### src/rtl/dual_rail_pkg.sv
`default_nettype none
// +----------------------------------------------------------------------+
// | dual_rail_pkg : shared rail indices, encodings and FSM states          |
// | Rev 1.0                                                                |
// +----------------------------------------------------------------------+
package dual_rail_pkg;

  localparam int RAIL_T   = 1;
  localparam int RAIL_F   = 0;
  localparam int RAIL_NUM = 2;

  localparam string ENC_TP = "TP";
  localparam string ENC_FP = "FP";

  typedef enum logic [1:0] {
    ST_IDLE = 2'd0,
    ST_DATA = 2'd1,
    ST_NULL = 2'd2,
    ST_WAIT = 2'd3
  } state_e;

  // Four-phase data code: exactly one rail high, true rail for a 1.
  function automatic logic [RAIL_NUM-1:0] fp_code(input logic b);
    logic [RAIL_NUM-1:0] c;
    c         = '0;
    c[RAIL_T] = b;
    c[RAIL_F] = ~b;
    return c;
  endfunction

endpackage
`default_nettype wire

### src/rtl/sync_2ff.sv
`default_nettype none
// +----------------------------------------------------------------------+
// | sync_2ff : two-flop synchronizer, clears to zero on reset             |
// | Rev 1.0                                                                |
// +----------------------------------------------------------------------+
module sync_2ff #(
  parameter int WIDTH = 1
) (
  input  logic             clk,
  input  logic             rst,
  input  logic [WIDTH-1:0] d,
  output logic [WIDTH-1:0] q
);

  logic [WIDTH-1:0] meta_q;
  logic [WIDTH-1:0] sync_q;

  always_ff @(posedge clk) begin
    if (rst) begin
      meta_q <= '0;
      sync_q <= '0;
    end else begin
      meta_q <= d;
      sync_q <= meta_q;
    end
  end

  assign q = sync_q;

endmodule
`default_nettype wire

### src/rtl/dual_rail_driver.sv
`default_nettype none
// +----------------------------------------------------------------------+
// | dual_rail_driver : single-rail to dual-rail (2-phase / 4-phase RZ)    |
// | Rev 1.0                                                                |
// +----------------------------------------------------------------------+
module dual_rail_driver
  import dual_rail_pkg::*;
#(
  parameter string ENC     = "TP",
  parameter int    WIDTH   = 1,
  parameter int    TIMEOUT = 1024
) (
  input  logic                             clk,
  input  logic                             rst,
  input  logic [WIDTH-1:0]                 in_data,
  input  logic                             in_valid,
  output logic                             in_ready,
  output logic [WIDTH-1:0][RAIL_NUM-1:0]   out,
  input  logic                             ack,
  output logic                             busy,
  output logic [15:0]                      tok_cnt,
  output logic                             timeout_err
);

  localparam bit                IS_FP   = (ENC == ENC_FP);
  localparam int                CNT_W   = $clog2(TIMEOUT + 1);
  localparam logic [CNT_W-1:0]  TO_LAST = CNT_W'(TIMEOUT - 1);

  if (!((ENC == ENC_TP) || (ENC == ENC_FP))) begin : g_bad_enc
    $error("dual_rail_driver: ENC must be \"TP\" or \"FP\"");
  end

  state_e                          state_q, state_d;
  logic [WIDTH-1:0][RAIL_NUM-1:0]  out_q, out_d;
  logic                            ack_phase_q, ack_phase_d;
  logic [15:0]                     tok_cnt_q, tok_cnt_d;
  logic [CNT_W-1:0]                wait_cnt_q, wait_cnt_d;
  logic                            timeout_q, timeout_d;
  logic                            ack_s;
  logic                            timeout_hit;

  sync_2ff #(.WIDTH(1)) u_ack_sync (
    .clk (clk),
    .rst (rst),
    .d   (ack),
    .q   (ack_s)
  );

  // The wait counter holds the cycles already completed in the current
  // busy state, so the current cycle is the TIMEOUT-th when it reads TIMEOUT-1.
  assign timeout_hit = (state_q != ST_IDLE) && (wait_cnt_q == TO_LAST);

  always_comb begin
    state_d     = state_q;
    out_d       = out_q;
    ack_phase_d = ack_phase_q;
    tok_cnt_d   = tok_cnt_q;
    unique case (state_q)
      ST_IDLE: begin
        if (in_valid) begin
          if (IS_FP) begin
            state_d = ST_DATA;
            for (int i = 0; i < WIDTH; i++) begin
              out_d[i] = fp_code(in_data[i]);
            end
          end else begin
            state_d = ST_WAIT;
            for (int i = 0; i < WIDTH; i++) begin
              if (in_data[i]) out_d[i][RAIL_T] = ~out_q[i][RAIL_T];
              else            out_d[i][RAIL_F] = ~out_q[i][RAIL_F];
            end
          end
        end
      end
      ST_DATA: begin
        if (ack_s) begin
          state_d = ST_NULL;
          out_d   = '0;
        end
      end
      ST_NULL: begin
        if (!ack_s) begin
          state_d   = ST_IDLE;
          tok_cnt_d = tok_cnt_q + 16'd1;
        end
      end
      ST_WAIT: begin
        if (ack_s != ack_phase_q) begin
          state_d     = ST_IDLE;
          ack_phase_d = ~ack_phase_q;
          tok_cnt_d   = tok_cnt_q + 16'd1;
        end
      end
      default: state_d = ST_IDLE;
    endcase

    if (state_d != state_q) begin
      wait_cnt_d = '0;
    end else if ((state_q != ST_IDLE) && (wait_cnt_q != TO_LAST)) begin
      wait_cnt_d = wait_cnt_q + CNT_W'(1);
    end else begin
      wait_cnt_d = wait_cnt_q;
    end

    timeout_d = timeout_q | timeout_hit;
  end

  always_ff @(posedge clk) begin
    if (rst) begin
      state_q     <= ST_IDLE;
      out_q       <= '0;
      ack_phase_q <= 1'b0;
      tok_cnt_q   <= '0;
      wait_cnt_q  <= '0;
      timeout_q   <= 1'b0;
    end else begin
      state_q     <= state_d;
      out_q       <= out_d;
      ack_phase_q <= ack_phase_d;
      tok_cnt_q   <= tok_cnt_d;
      wait_cnt_q  <= wait_cnt_d;
      timeout_q   <= timeout_d;
    end
  end

  assign in_ready    = (state_q == ST_IDLE);
  assign busy        = (state_q != ST_IDLE);
  assign out         = out_q;
  assign tok_cnt     = tok_cnt_q;
  assign timeout_err = timeout_q | timeout_hit;

endmodule
`default_nettype wire

### config.mk
export PLATFORM = sky130hd
export DESIGN_NAME = dual_rail_driver
export DESIGN_NICKNAME = d
export VERILOG_FILES = /design/src/rtl/dual_rail_pkg.sv /design/src/rtl/sync_2ff.sv /design/src/rtl/dual_rail_driver.sv
export SDC_FILE = /design/constraint.sdc
export NUM_CORES = 1
export LEC_CHECK = 0
export ABC_CLOCK_PERIOD_IN_PS = 4700
export CAP_MARGIN = 30
export CORE_ASPECT_RATIO = 1.2
export CORE_MARGIN = 4
export CORE_UTILIZATION = 30
export CTS_BUF_LIST = sky130_fd_sc_hd__clkbuf_16
export DETAILED_ROUTE_END_ITERATION = 12
export PLACE_DENSITY = 0.56
export SYNTH_ARGS = -nofsm -noshare
export SYNTH_HDL_FRONTEND = slang
export SYNTH_SLANG_ARGS = --single-unit
### constraint.sdc
create_clock -name clk -period 4.7 [get_ports clk]
set_input_delay 0.705 -clock clk [delete_from_list [all_inputs] [get_ports clk]]
set_output_delay 0.705 -clock clk [all_outputs]
set_load 0.03 [all_outputs]
# After elaboration in Yosys (flattened, before gate mapping)

Index checks and enable logic that the tools add are counted.

Output and inout bits: 21
Input bits: 5
Bits in registers: 35
Logic and storage cells: 52

Eq/ne operators: 13
Reductions and logical operators: 11
$add $sub $neg: 2
Bitwise gates (word level): 4
Mux-type cells: 13

Operator list:

| operator                | number |
|---|---|
| $mux W16                | 2 |
| $pmux W16 S2            | 1 |
| $add A16 B1 Y16 const B | 1 |
| $mux W2                 | 6 |
| $add A11 B1 Y11 const B | 1 |
| $eq A11 B10 Y1 const B  | 1 |
| $ne A11 B10 Y1 const B  | 1 |
| $ne A2 B2 Y1 const B    | 5 |
| $pmux W2 S4             | 1 |
| $reduce_and A4 Y1       | 2 |
| $reduce_bool A2 Y1      | 3 |
| $eq A2 B2 Y1 const B    | 2 |
| $pmux W2 S2             | 1 |
| $not A1 Y1              | 3 |
| $reduce_and A3 Y1       | 1 |
| $eq A2 B1 Y1 const B    | 1 |
| $logic_and A1 B1 Y1     | 2 |
| $logic_not A2 Y1        | 1 |
| $mux W1                 | 2 |
| $ne A2 B1 Y1 const B    | 1 |
| $ne A2 B2 Y1            | 1 |
| $reduce_and A2 Y1       | 1 |
| $reduce_or A2 Y1        | 1 |
| $ne A1 B1 Y1            | 1 |
| $or A1 B1 Y1            | 1 |

# Logic depth before layout (Yosys ltp)

Gate-level depths: netlist of run 1.

Depth after elaboration: 5
Gate-level depth with buffers: 7
Gate-level depth less buffers: 5

# Hierarchy

From an unflattened synthesis of run 1, not the netlist that was laid out.

Cell total of the unflattened synthesis: 208
Area total of the unflattened synthesis: 1794.2 um^2

By module, submodules not included:

| module           | instances | area an instance (um^2) | cells each | sequential area each (um^2) |
|---|---|---|---|---|
| dual_rail_driver | 1         | 1741.7                  | 204        | 660.6 |
| sync_2ff         | 1         | 52.6                    | 4          | 40.0 |

# Worst setup path after synthesis of run 1

Ideal clock, no wire load.

Path kind: register to output
From: register wait_cnt_q[0]
To: output timeout_err
Path buffers: 0
Setup slack: 2.649 ns
Required time: 3.995 ns
Stages on the path, launching flop included: 5
Data arrival time: 1.346 ns
Path through: dfxtp_1 > ha_1 > o211ai_1 > nor3_1 > a41o_1

Word-level cells in the longest chain between the ends: 3

RTL lines:

| element                  | line                    | text |
|---|---|---|
| start: declaration       | dual_rail_driver.sv:37  | `logic [CNT_W-1:0] wait_cnt_q, wait_cnt_d;` |
| start signal: assignment | dual_rail_driver.sv:121 | `wait_cnt_q <= wait_cnt_d;` |
| $eq A11 B10 Y1           | dual_rail_driver.sv:51  | `assign timeout_hit = (state_q != ST_IDLE) && (wait_cnt_q == TO_LAST);` |
| $logic_and A1 B1 Y1      | dual_rail_driver.sv:51  |  |
| $or A1 B1 Y1             | dual_rail_driver.sv:130 | `assign timeout_err = timeout_q \| timeout_hit;` |
| end: declaration         | dual_rail_driver.sv:22  | `output logic timeout_err` |

No other way between the ends.

# Worst setup path after layout of run 1

From: register state_q[1]
To: output timeout_err

Word-level cells in the longest chain between the ends: 3

RTL lines:

| element                  | line                    | text |
|---|---|---|
| start: declaration       | dual_rail_driver.sv:33  | `state_e state_q, state_d;` |
| start signal: assignment | dual_rail_driver.sv:117 | `state_q <= state_d;` |
| $reduce_bool A2 Y1       | dual_rail_driver.sv:51  |  |
| $logic_and A1 B1 Y1      | dual_rail_driver.sv:51  |  |
| $or A1 B1 Y1             | dual_rail_driver.sv:130 |  |

No other way between the ends.

==> results.py, run 1 <==
metrics = {
    "outcome": {
        "status": "finished, final reports clean",
    },
    "floorplanning": {
        "start_util": 0.318,
        "dieHeight_um": 90.9,
        "die_w_um": 77.1,
        "die_area_mm2": 0.00701,
        "boundaryPins": 26,
        "coreArea_mm2": 0.00541,
        "rows": 29,
    },
    "finish": {
        "nets": 236,
        "seqCellArea_um2": 701,
        "multi_input_comb_area_um2": 926,
        "n_antenna_cell": 0,
        "fin_cells": 292,
        "fill_cells": 560,
        "drive_gt1_frac": 0.0609,
        "syn_to_final_growth_pct": 24.9,
    },
    "critical_path": {
        "cp-end-kind": "primary output",
        "r2r_end": "tok_cnt[11]",
        "worstPathMaxFanout": 16,
        "worst_path_largest_cell_delay_ns": 0.67,
        "crit_required_ns": 3.99,
        "r2r-start": "state_q[1]",
        "crit_path_cell_trace": "o211ai_1 > nor3_1 > a41o_1 > clkdlybuf4s50_1",
        "path_class": "reg -> out",
        "reg2reg_slack_ns": 2.80,
        "crit_path_start_kind": "register",
        "slowest_stage": "clkdlybuf4s50_1",
        "ff2ff_path_depth": 5,
        "cp.arrival_ns": 2.38,
    },
    "placed_design": {
        "io_buffers": 25,
        "dp.cells": 284,
        "place_worst_setup_slack_ns": 1.89,
        "dpl.hpwl_um": 2640,
        "gp_congestion": 0.758,
    },
    "synth": {
        "syn_inst": 208,
        "synth_top_area_cell": "dfxtp_1",
        "ys_ff_latch": 35,
        "synthArstFlopShare": 0,
        "synth_nets": 215,
        "yosysSeqAreaShare": 0.408,
        "synthFlopType": "dfxtp_1",
        "netlist.area_leader.share": 0.408,
        "yosysWarnings": 0,
        "syn_area_mm2": 0.00172,
        "ys_types": 42,
        "synth_enable_flop_cells": 0,
        "synth_area_leaders": "dfxtp_1 41%, a21oi_1 6.4%, o31ai_1 6.1%",
        "syn_area_per_cell_um2": 8.27,
    },
    "clocking": {
        "htreeDepth": 2,
        "postCtsHoldBufs": 0,
        "cts_resized": 0,
        "cts_tree": "done",
        "cts_sinks": 35,
        "clock_latency_ns": 0.28,
        "clockBufferDepth": 2,
        "cts_setup_buffers": 0,
        "clkTransAtPathRegs_ns": 0.06,
        "root_buffer": "clkbuf_16",
        "numCtsBuffers": 5,
    },
    "grt": {
        "antenna_found_initial": 0,
        "grt_max_degree": 30,
        "grt_pass1_wl_um": 6920,
        "grt_util_all_layers": 0.119,
        "grt_overflow": 0,
        "grt_pass1_vias": 1528,
    },
    "routing": {
        "drt_iter0_drc": 116,
        "vias": 1584,
        "via_per_inst": 5.42,
        "wl_per_cell_um": 13.3,
        "routed_wl_um": 3900,
        "drcViolationCount": 0,
        "postRouteAntennaNets": 0,
        "first_pass_iters": 4,
    },
    "timing": {
        "finClkSkew_ns": 0.00910,
        "finalSetupViolations": 0,
        "tightestPinTransition_ns": 0.631,
        "fin_setup_tns_ns": 0,
        "final.period_utilization": 0.657,
        "drv_slew": 0,
        "period_needed_ns": 3.09,
        "hold_slack_ns": 0.424,
        "hold_viol": 0,
        "grt_setup_unrepaired": "no",
        "fin_ws_ns": 1.61,
        "relSlewSlack": 0.579,
        "fmax_ghz": 0.324,
    },
    "power": {
        "p_leak_uw": 0.000675,
        "vdd_drop_max_mv": 0.195,
        "p_per_area_mw_per_mm2": 338,
    },
    "hold_path": {
        "min_path_type": "reg -> reg",
        "min_to": "u_ack_sync.q",
        "min-delay-start": "u_ack_sync.meta_q",
        "min_path_cells": 1,
    },
    "run": {
        "cap_violations": 0,
    },
}
==> cells in the mapped netlist (2+ instances only) <==
cell type / instances
and4_1: 2
buf_2: 4
o31ai_1: 14
and2_1: 2
or3_1: 3
nand2b_1: 2
and3_1: 2
xnor2_1: 2
nand3_1: 7
nand4_1: 4
nor2_1: 16
o21ai_0: 13
ha_1: 2
dfxtp_1: 35
clkbuf_1: 7
a21oi_1: 22
nand2_1: 13
mux2i_1: 3
a311oi_1: 2
nor3_1: 5
inv_1: 10
nor2b_1: 6
or4_1: 13
==> cell families after synthesis <==
family | Yosys count | synth area share
mux | 4 | 0.0240
xor+xnor | 3 | 0.0153
compound gates | 59 | 0.214
flops | 35 | 0.408
buf+inv | 23 | 0.0560
simple gates | 82 | 0.269
fa+ha+maj | 2 | 0.0146
==> registers in the layout, indices dropped and copies added (netlist names) <==
| name | cells |
|---|---|
| wait_cnt_q | 11 |
| ack_phase_q | 1 |
| timeout_q | 1 |
| state_q | 2 |
| out | 2 |
| u_ack_sync.meta_q | 1 |
| u_ack_sync.q | 1 |
| tok_cnt | 16 |
==> report_power, final <==
part | switching, uW | internal, uW
logic | 54.5 | 38.9
registers | 13.9 | 306
clock network | 120 | 192
total | 188 | 537
==> cell type report <==
class | count | share of cell area
inverter | 10 | 0.0175
tap | 62 | 0.0361
clock inverter | 3 | 0.00699
sequential | 35 | 0.326
clock buffer | 5 | 0.0583
multi-input combinational | 150 | 0.431
timing repair buffer | 27 | 0.124
==> how the worst max path moves through the flow <==
stage	start	endpoint	slack [ns]	depth (start not counted)
floorplan	wait_cnt_q[0]	timeout_err	2.65	4
global placement	state_q[1]	timeout_err	1.93	4
detailed placement	state_q[1]	timeout_err	1.89	4
CTS	state_q[1]	timeout_err	1.59	4
global route	state_q[1]	timeout_err	1.44	4
finish	state_q[1]	timeout_err	1.61	4
==> metal layers <==
| metal | vias up | part of all wire | global-route usage |
|---|---|---|---|
| met1 | 745 | 0.47 | 0.146 |
| met4 | 0 | 0.017 | 0.0490 |
| met5 | - | 0 | 0 |
| li1 | 810 | - | - |
| met3 | 5 | 0.034 | 0.0329 |
| met2 | 24 | 0.47 | 0.194 |
==> cell usage in the layout, fill, tap and decap left out, types with 2 or more instances in the layout <==
| cell | Yosys | final |
|---|---|---|
| nand2_1 | 13 | 13 |
| inv_1 | 10 | 10 |
| and3_1 | 2 | 2 |
| and2_1 | 2 | 2 |
| clkbuf_16 | 0 | 5 |
| o21ai_0 | 13 | 13 |
| clkinv_1 | 0 | 2 |
| nor2_1 | 16 | 16 |
| nand2b_1 | 2 | 2 |
| buf_4 | 1 | 2 |
| o31ai_1 | 14 | 14 |
| nand4_1 | 4 | 4 |
| ha_1 | 2 | 2 |
| and4_1 | 2 | 2 |
| mux2i_1 | 3 | 2 |
| a311oi_1 | 2 | 2 |
| nor3_1 | 5 | 5 |
| a21oi_1 | 22 | 22 |
| or4_1 | 13 | 13 |
| or3_1 | 3 | 3 |
| xnor2_1 | 2 | 2 |
| nor2b_1 | 6 | 6 |
| dfxtp_1 | 35 | 35 |
| nand3_1 | 7 | 7 |
| clkdlybuf4s50_1 | 0 | 25 |
==> through the flow <==
step,utilization,cell area [um^2],power [uW]
final,0.397,2150,726
after global routing,0.397,2150,762
after CTS,0.397,2150,738
after detailed placement,0.371,2010,421
after global placement,0.371,2010,420
after floorplan,-,1720,390
==> worst max-delay path: cells and delay by family (launching register included) <==
family          cells  cell delay (ns)
buf+inv             1             0.67
flops               1             0.59
compound gates      2             0.50
simple gates        1             0.36
Power figures use the tool's default switching activity.
==> inputs of run 2 (changes only) <==
--- a/config.mk
+++ b/config.mk
@@ -5,14 +5,14 @@
 export SDC_FILE = /design/constraint.sdc
 export NUM_CORES = 1
 export LEC_CHECK = 0
-export ABC_CLOCK_PERIOD_IN_PS = 4700
+export ABC_CLOCK_PERIOD_IN_PS = 2550
 export CAP_MARGIN = 30
 export CORE_ASPECT_RATIO = 1.2
 export CORE_MARGIN = 4
 export CORE_UTILIZATION = 30
 export CTS_BUF_LIST = sky130_fd_sc_hd__clkbuf_16
 export DETAILED_ROUTE_END_ITERATION = 12
-export PLACE_DENSITY = 0.56
+export PLACE_DENSITY = 0.58
 export SYNTH_ARGS = -nofsm -noshare
 export SYNTH_HDL_FRONTEND = slang
 export SYNTH_SLANG_ARGS = --single-unit
==> constraint.sdc (replaced) <==
create_clock -name clk -period 2.55 [get_ports clk]
set_input_delay 0.3825 -clock clk [delete_from_list [all_inputs] [get_ports clk]]
set_output_delay 0.3825 -clock clk [all_outputs]
set_load 0.03 [all_outputs]
==> results.py, run 2 (synthesis results as in run 1) <==
metrics = {
    "outcome": {
        "status": "finished, final reports clean",
    },
    "placed_design": {
        "placed_cell_area_mm2": 0.00204,
        "dpl.hpwl_um": 2670,
        "dp.cells": 289,
        "io_buffers": 25,
        "gp_congestion": 0.756,
        "place_worst_setup_slack_ns": 0.345,
    },
    "timing": {
        "hold_viol": 0,
        "finalSetupViolations": 0,
        "fmax_ghz": 0.452,
        "grt_setup_unrepaired": "no",
        "period_needed_ns": 2.21,
        "drv_slew": 0,
        "finClkSkew_ns": 0.00441,
        "fin_setup_tns_ns": 0,
        "relSlewSlack": 0.600,
        "tightestPinTransition_ns": 0.600,
        "fin_ws_ns": 0.336,
        "final.period_utilization": 0.868,
    },
    "floorplanning": {
        "rows": 29,
        "boundaryPins": 26,
        "die_area_mm2": 0.00701,
        "dieHeight_um": 90.9,
        "start_util": 0.318,
        "die_w_um": 77.1,
        "coreArea_mm2": 0.00541,
    },
    "critical_path": {
        "ff2ff_path_depth": 6,
        "reg2reg_slack_ns": 0.77,
        "r2r-start": "state_q[0]",
        "cp-end-kind": "primary output",
        "endpoint": "in_ready",
        "cp-startpoint": "state_q[1]",
        "crit_path_start_kind": "register",
        "cp.arrival_ns": 1.83,
        "r2r_end": "tok_cnt[11]",
        "crit_required_ns": 2.17,
        "worstPathMaxFanout": 15,
        "path_class": "reg -> out",
    },
    "routing": {
        "routed_wl_um": 3860,
        "wl_per_cell_um": 13.0,
        "vias": 1605,
        "first_pass_iters": 4,
        "drcViolationCount": 0,
        "via_per_inst": 5.40,
        "drt_iter0_drc": 52,
        "postRouteAntennaNets": 0,
    },
    "clocking": {
        "clockBufferDepth": 2,
        "cts_resized": 0,
        "numCtsBuffers": 5,
        "cts_sinks": 35,
        "clkTransAtPathRegs_ns": 0.06,
        "root_buffer": "clkbuf_16",
        "htreeDepth": 2,
        "clock_latency_ns": 0.28,
        "postCtsHoldBufs": 0,
        "cts_tree": "done",
        "cts_setup_buffers": 0,
    },
    "grt": {
        "grt_util_all_layers": 0.120,
        "antenna_found_initial": 0,
        "use_met2": 0.201,
        "use_met1": 0.143,
        "grt_most_used_layer": "met2",
        "grt_use_met3": 0.0349,
        "grt_overflow": 0,
        "grt_max_degree": 30,
        "grt_pass1_wl_um": 6970,
        "grt_pass1_vias": 1537,
    },
    "finish": {
        "most-common-layout-cells": "35 x dfxtp_1, 24 x clkdlybuf4s50_1, 22 x a21oi_1, 16 x nor2_1, 14 x o31ai_1",
        "fin_area_mm2": 0.00219,
        "fin_cells": 297,
        "n_antenna_cell": 0,
        "drive_gt1_frac": 0.0851,
        "layout_commonest_cell": "dfxtp_1",
        "nets": 241,
        "largest_register_ffs": 16,
        "syn_to_final_growth_pct": 27.3,
        "fill_cells": 559,
    },
    "power": {
        "p_sw_frac": 0.260,
        "p_leak_uw": 0.000724,
        "vdd_drop_max_mv": 0.395,
        "seq_power_share": 0.429,
        "pwr-share-clk": 0.430,
        "power_switching_uw": 351,
        "p_int_uw": 998,
        "pwr-share-comb": 0.141,
        "p_per_area_mw_per_mm2": 617,
        "power_uw": 1350,
    },
    "run": {
        "cap_violations": 0,
    },
    "hold_path": {
        "min_path_type": "reg -> reg",
    },
}
## run 2: per-layer routing
metal  part of all wire  wire, um  vias to the layer above
met2               0.48      1850                       37
met1               0.45      1740                      742
met4              0.018        70                        0
li1                   -         -                      820
met5                  0         0                        -
met3              0.051       196                        6
## run 2: layout make-up
type	count	area, um^2	area share
Multi-Input combinational cell	150	926	0.423
Timing Repair Buffer	32	305	0.140
Tap cell	62	77.6	0.0354
Sequential cell	35	701	0.320
Inverter	10	37.5	0.0172
Clock buffer	5	125	0.0572
Clock inverter	3	16.3	0.00743
## run 2: critical path: stages, from the launching register on
cell and delay, ns:
dfxtp_1 0.31, buf_4 0.18, or2_2 0.32, inv_1 0.08, clkdlybuf4s50_1 0.66
## run 2: power groups by stage
stage                     registers [uW]  logic, uW  clock network [uW]
after detailed placement             591        192                   0
after global placement               590        193                   0
after CTS                            579        193                 604
after floorplan                      602        117                   0
after global routing                 581        213                 621
final                                578        190                 581
## run 2: worst min-delay path by stage
stage	slack [ns]	to	depth (start not counted)	startpoint
after floorplan	0.41	u_ack_sync.q	1	u_ack_sync.meta_q
after global placement	0.45	wait_cnt_q[10]	2	wait_cnt_q[10]
after detailed placement	0.44	u_ack_sync.q	1	u_ack_sync.meta_q
after CTS	0.46	wait_cnt_q[10]	2	wait_cnt_q[10]
after global routing	0.49	wait_cnt_q[10]	2	wait_cnt_q[10]
final	0.46	wait_cnt_q[10]	2	wait_cnt_q[10]
## run 2: per-stage QoR
stage                util  hold WS (ns)
global route        0.405         0.490
global placement    0.378         0.446
finish              0.405         0.460
detailed placement  0.378         0.440
floorplan               -         0.414
CTS                 0.404         0.457
==> inputs of run 3 (changes only) <==
--- a/config.mk
+++ b/config.mk
@@ -12,6 +12,7 @@
 export CORE_UTILIZATION = 30
 export CTS_BUF_LIST = sky130_fd_sc_hd__clkbuf_16
 export DETAILED_ROUTE_END_ITERATION = 12
+export GPL_TIMING_DRIVEN = 1
 export PLACE_DENSITY = 0.58
 export SYNTH_ARGS = -nofsm -noshare
 export SYNTH_HDL_FRONTEND = slang
==> constraint.sdc (replaced) <==
create_clock -name clk -period 2.55 [get_ports clk]
set_input_delay 0.3825 -clock clk [delete_from_list [all_inputs] [get_ports clk]]
set_output_delay 0.3825 -clock clk [all_outputs]
set_load 0.005 [all_outputs]
==> results.py, run 3 (synthesis results as in run 1) <==
metrics = {
    "routing": {
        "routed_wl_um": 3760,
        "first_pass_iters": 4,
        "vias": 1581,
        "postRouteAntennaNets": 0,
        "drt_iter0_drc": 128,
        "wl_per_cell_um": 12.7,
        "drcViolationCount": 0,
        "via_per_inst": 5.36,
    },
    "critical_path": {
        "path_buf_inv": 1,
        "worst_path_largest_cell_delay_ns": 0.50,
        "crit_path_start_kind": "register",
        "slowest_stage": "clkdlybuf4s50_1",
        "cp-end-kind": "primary output",
        "path_class": "reg -> out",
        "crit_family": "buffers and inverters",
        "cp.arrival_ns": 2.04,
        "worstPathMaxFanout": 4,
        "crit_required_ns": 2.17,
        "crit_path_cell_trace": "ha_1 > o211ai_1 > nor3_1 > a41o_1 > clkdlybuf4s50_1",
    },
    "finish": {
        "nets": 239,
        "fill_cells": 547,
        "fin_area_mm2": 0.00217,
        "seqCellArea_um2": 701,
        "drive_gt1_frac": 0.0730,
        "largest_register_ffs": 16,
        "most-common-layout-cells": "35 x dfxtp_1, 25 x clkdlybuf4s50_1, 22 x a21oi_1, 16 x nor2_1, 14 x o31ai_1",
        "multi_input_comb_area_um2": 926,
        "fin_cells": 295,
        "layout_commonest_cell": "dfxtp_1",
        "n_antenna_cell": 0,
        "syn_to_final_growth_pct": 26.3,
    },
    "clocking": {
        "htreeDepth": 2,
        "cts_sinks": 35,
        "cts_setup_buffers": 0,
        "clock_latency_ns": 0.28,
        "clockBufferDepth": 2,
        "cts_resized": 0,
        "root_buffer": "clkbuf_16",
        "postCtsHoldBufs": 0,
        "clkTransAtPathRegs_ns": 0.05,
        "numCtsBuffers": 5,
        "cts_tree": "done",
    },
    "run": {
        "cap_violations": 0,
    },
    "grt": {
        "grt_overflow": 0,
        "grt_pass1_vias": 1470,
        "grt_max_degree": 30,
        "antenna_found_initial": 0,
        "grt_util_all_layers": 0.115,
        "grt_pass1_wl_um": 6690,
    },
    "placed_design": {
        "io_buffers": 25,
        "gp_congestion": 0.763,
        "placed_cell_area_mm2": 0.00203,
        "dpl.hpwl_um": 2620,
        "dp.cells": 287,
    },
    "timing": {
        "finClkSkew_ns": 0.00462,
        "relSlewSlack": 0.600,
        "period_needed_ns": 2.43,
        "fmax_ghz": 0.412,
        "drv_slew": 0,
        "fin_setup_tns_ns": 0,
        "finalSetupViolations": 0,
        "tightestPinTransition_ns": 0.599,
        "final.period_utilization": 0.952,
        "grt_setup_unrepaired": "no",
        "hold_viol": 0,
    },
    "power": {
        "p_leak_uw": 0.000696,
        "vdd_drop_max_mv": 0.259,
        "p_per_area_mw_per_mm2": 607,
    },
    "floorplanning": {
        "start_util": 0.318,
        "boundaryPins": 26,
        "coreArea_mm2": 0.00541,
        "dieHeight_um": 90.9,
        "rows": 29,
        "die_w_um": 77.1,
        "die_area_mm2": 0.00701,
    },
    "hold_path": {
        "min_path_type": "reg -> reg",
    },
    "outcome": {
        "status": "finished, final reports clean",
    },
}
[run 3: changes by cell type in the layout (fill, tap and decap cells not counted)]
cell	delta
buf_4	-2
clkdlybuf4s50_1	+1
clkinv_1	+1
clkinv_2	-1
clkinv_4	+1
clkinvlp_4	-1
dlymetal6s2s_1	-1
[run 3: area by class of cell]
type / count / area share
multi-input cells: 150 / 0.427
flip-flops and latches: 35 / 0.323
repair buffers: 30 / 0.133
clock buffers: 5 / 0.0576
well taps: 62 / 0.0357
inverters: 10 / 0.0173
clock inverters: 3 / 0.00749
[run 3: path summary, 6_finish.rpt]
path | start | endpoint | slack, ns | depth (start not counted)
hold reg to reg | u_ack_sync.meta_q | u_ack_sync.q | 0.45 | 1
setup / recovery | wait_cnt_q[0] | timeout_err | 0.12 | 5
setup reg to reg | state_q[1] | tok_cnt[11] | 0.76 | 6
hold / removal | u_ack_sync.meta_q | u_ack_sync.q | 0.45 | 1
[run 3: where the power goes]
group | leakage [uW] | total [uW] | internal [uW] | switching [uW]
combinational | 0.000340 | 157 | 75.3 | 81.4
sequential | 0.000283 | 582 | 564 | 18.6
clock | 0.0000726 | 578 | 356 | 222
total | 0.000696 | 1320 | 995 | 322
[run 3: stage by stage]
stage          setup WS [ns]  hold slack [ns]  utilization  total power (uW)
2_1_floorplan          0.961            0.414            -               693
3_3_place_gp           0.428            0.449        0.375               753
3_5_place_dp           0.415            0.456        0.375               752
4_1_cts               0.0979            0.466        0.402              1340
5_1_grt               0.0157            0.477        0.402              1380
6_report               0.123            0.454        0.402              1320
[run 3: metal layers]
layer / global-route usage / vias to the layer above / share of wire
met5: 0 / - / 0
met4: 0.0401 / 0 / 0.015
met2: 0.185 / 29 / 0.44
met3: 0.0409 / 7 / 0.047
met1: 0.143 / 726 / 0.49
li1: - / 819 / -
==> RTL edit, RTL diff (config.mk and constraints of run 3) <==
Re-encode `state_e` (4 states) as Gray code, 2 bits wide.
--- a/src/rtl/dual_rail_pkg.sv
+++ b/src/rtl/dual_rail_pkg.sv
@@ -13,10 +13,10 @@
   localparam string ENC_FP = "FP";
 
   typedef enum logic [1:0] {
-    ST_IDLE = 2'd0,
-    ST_DATA = 2'd1,
-    ST_NULL = 2'd2,
-    ST_WAIT = 2'd3
+    ST_IDLE = 2'b00,
+    ST_DATA = 2'b01,
+    ST_NULL = 2'b11,
+    ST_WAIT = 2'b10
   } state_e;
 
   // Four-phase data code: exactly one rail high, true rail for a 1.
Function: no difference found for any inputs over 10 cycles, from zero or initial values and one cycle with rst high; not proved beyond that.
==> RTL edit against run 3 <==
- setup slack better by 0.18 ns
- clock power up 17%
- combinational power decreased by 49%
- area after synthesis is 3.8% lower
- cell area fell by 1.8%
- utilization down 0.18 points
- global-route usage grew 0.061 points
- register-to-register slack worse by 0.07 ns
- routed wire length decreased by 8.8%
- total power grew 0.39%
- clock skew down 0.0010 ns
- sequential cell count did not move
- critical path type unchanged
- critical endpoint unchanged
==> RTL edit: results <==
set metrics [dict create \
    netlist-cell-type-count 41 \
    seq_share 0.329 \
    grtUsageMet1 0.144 \
    postPlaceCellArea_mm2 0.00197 \
    gr-total-overflow 0 \
    cp.arrival_ns 1.86 \
    drive_gt1_frac 0.0893 \
    fin_skew_ns 0.00360 \
    use_met3 0.0304 \
    post-place-ws_ns 0.430 \
    multi_input_area_um2 867 \
    p_leak_nw 0.711 \
    slowest_stage "clkdlybuf4s50_1" \
    core_mm2 0.00533 \
    grt_pass1_vias 1426 \
    grt_max_degree 25 \
    signal_buffers 30 \
    nonClkBufAreaFrac 0.135 \
    wl_per_cell_um 12.0 \
    ys_seq_area_frac 0.424 \
    multi_input_gates 142 \
    synthTopCellsByCount "35 x dfxtp_1, 23 x a21oi_1, 15 x nor2_1" \
    clk_share 0.0769 \
    gr-usage-met2 0.185 \
    r2r-start "u_ack_sync.q" \
    fin_nets 230 \
    p_per_area_mw_per_mm2 620 \
    slowest_delay_ns 0.49 \
    synthTopCellsByArea "dfxtp_1 42%, a21oi_1 7.0%, o31ai_1 4.1%, or4_1 4.1%, o21ai_0 3.9%" \
    worst_pin_slew_ns 0.838 \
    via_per_inst 5.13 \
    grt_pass1_wl_um 6090 \
    place_hpwl_um 2390 \
    ir_drop_mv 0.274 \
    nFillCells 530 \
    gp_congestion 0.793 \
    status "finished, final reports clean" \
    min-delay-start "wait_cnt_q[10]" \
    grt_usage 0.116 \
    first_iter_violations 40 \
    num_antenna_cells 0 \
    seq_cells 35 \
    inverters 9 \
    largest_reg_flops 16 \
]
[RTL edit: cell count changes after synthesis, sizes merged, moves of 3 or more]
cell and change:
nor2b -3, clkbuf -5, nor3 -3, xor2 +3, or3 +6, o31ai -5, or4 -4
[RTL edit: timing repair]
item / in CTS / in global routing
resized for setup: 0 / 1
setup endpoints to repair: 0 / 1
hold buffers: 0 / 0
[RTL edit: power by group]
group / internal (mW) / switching, mW
Combinational: 0.0399 / 0.0407
Clock: 0.455 / 0.224
Sequential: 0.555 / 0.00702
Total: 1.05 / 0.271
[RTL edit: routing by layer]
metal | vias to the layer above | share of wire
met5 | - | 0
met4 | 0 | 0.020
met3 | 7 | 0.029
met2 | 25 | 0.46
met1 | 669 | 0.49
li1 | 767 | -
[RTL edit: final timing paths]
| kind | end | slack (ns) | cells after the start |
|---|---|---|---|
| setup / recovery | timeout_err | 0.31 | 5 |
| hold / removal | wait_cnt_q[10] | 0.43 | 2 |
| setup reg to reg | tok_cnt[14] | 0.69 | 4 |
| hold reg to reg | wait_cnt_q[10] | 0.43 | 2 |
[RTL edit: kinds of logic (layout without fill, tap and decap cells)]
| family | count (synthesis) | in the layout | synth area share |
|---|---|---|---|
| muxes | 3 | 3 | 0.0182 |
| DFF | 35 | 35 | 0.424 |
| AOI/OAI and AO/OA | 59 | 59 | 0.219 |
| buffers and inverters | 19 | 47 | 0.0522 |
| xor gates and xnor gates | 5 | 5 | 0.0265 |
| adders and majority gates | 2 | 2 | 0.0151 |
| and+or+nand+nor | 73 | 73 | 0.245 |
[RTL edit: through the flow]
stage / cells / hold WS (ns)
CTS: 286 / 0.429
floorplan: 196 / 0.403
finish: 286 / 0.425
detailed placement: 278 / 0.418
global route: 286 / 0.461
global placement: 278 / 0.414
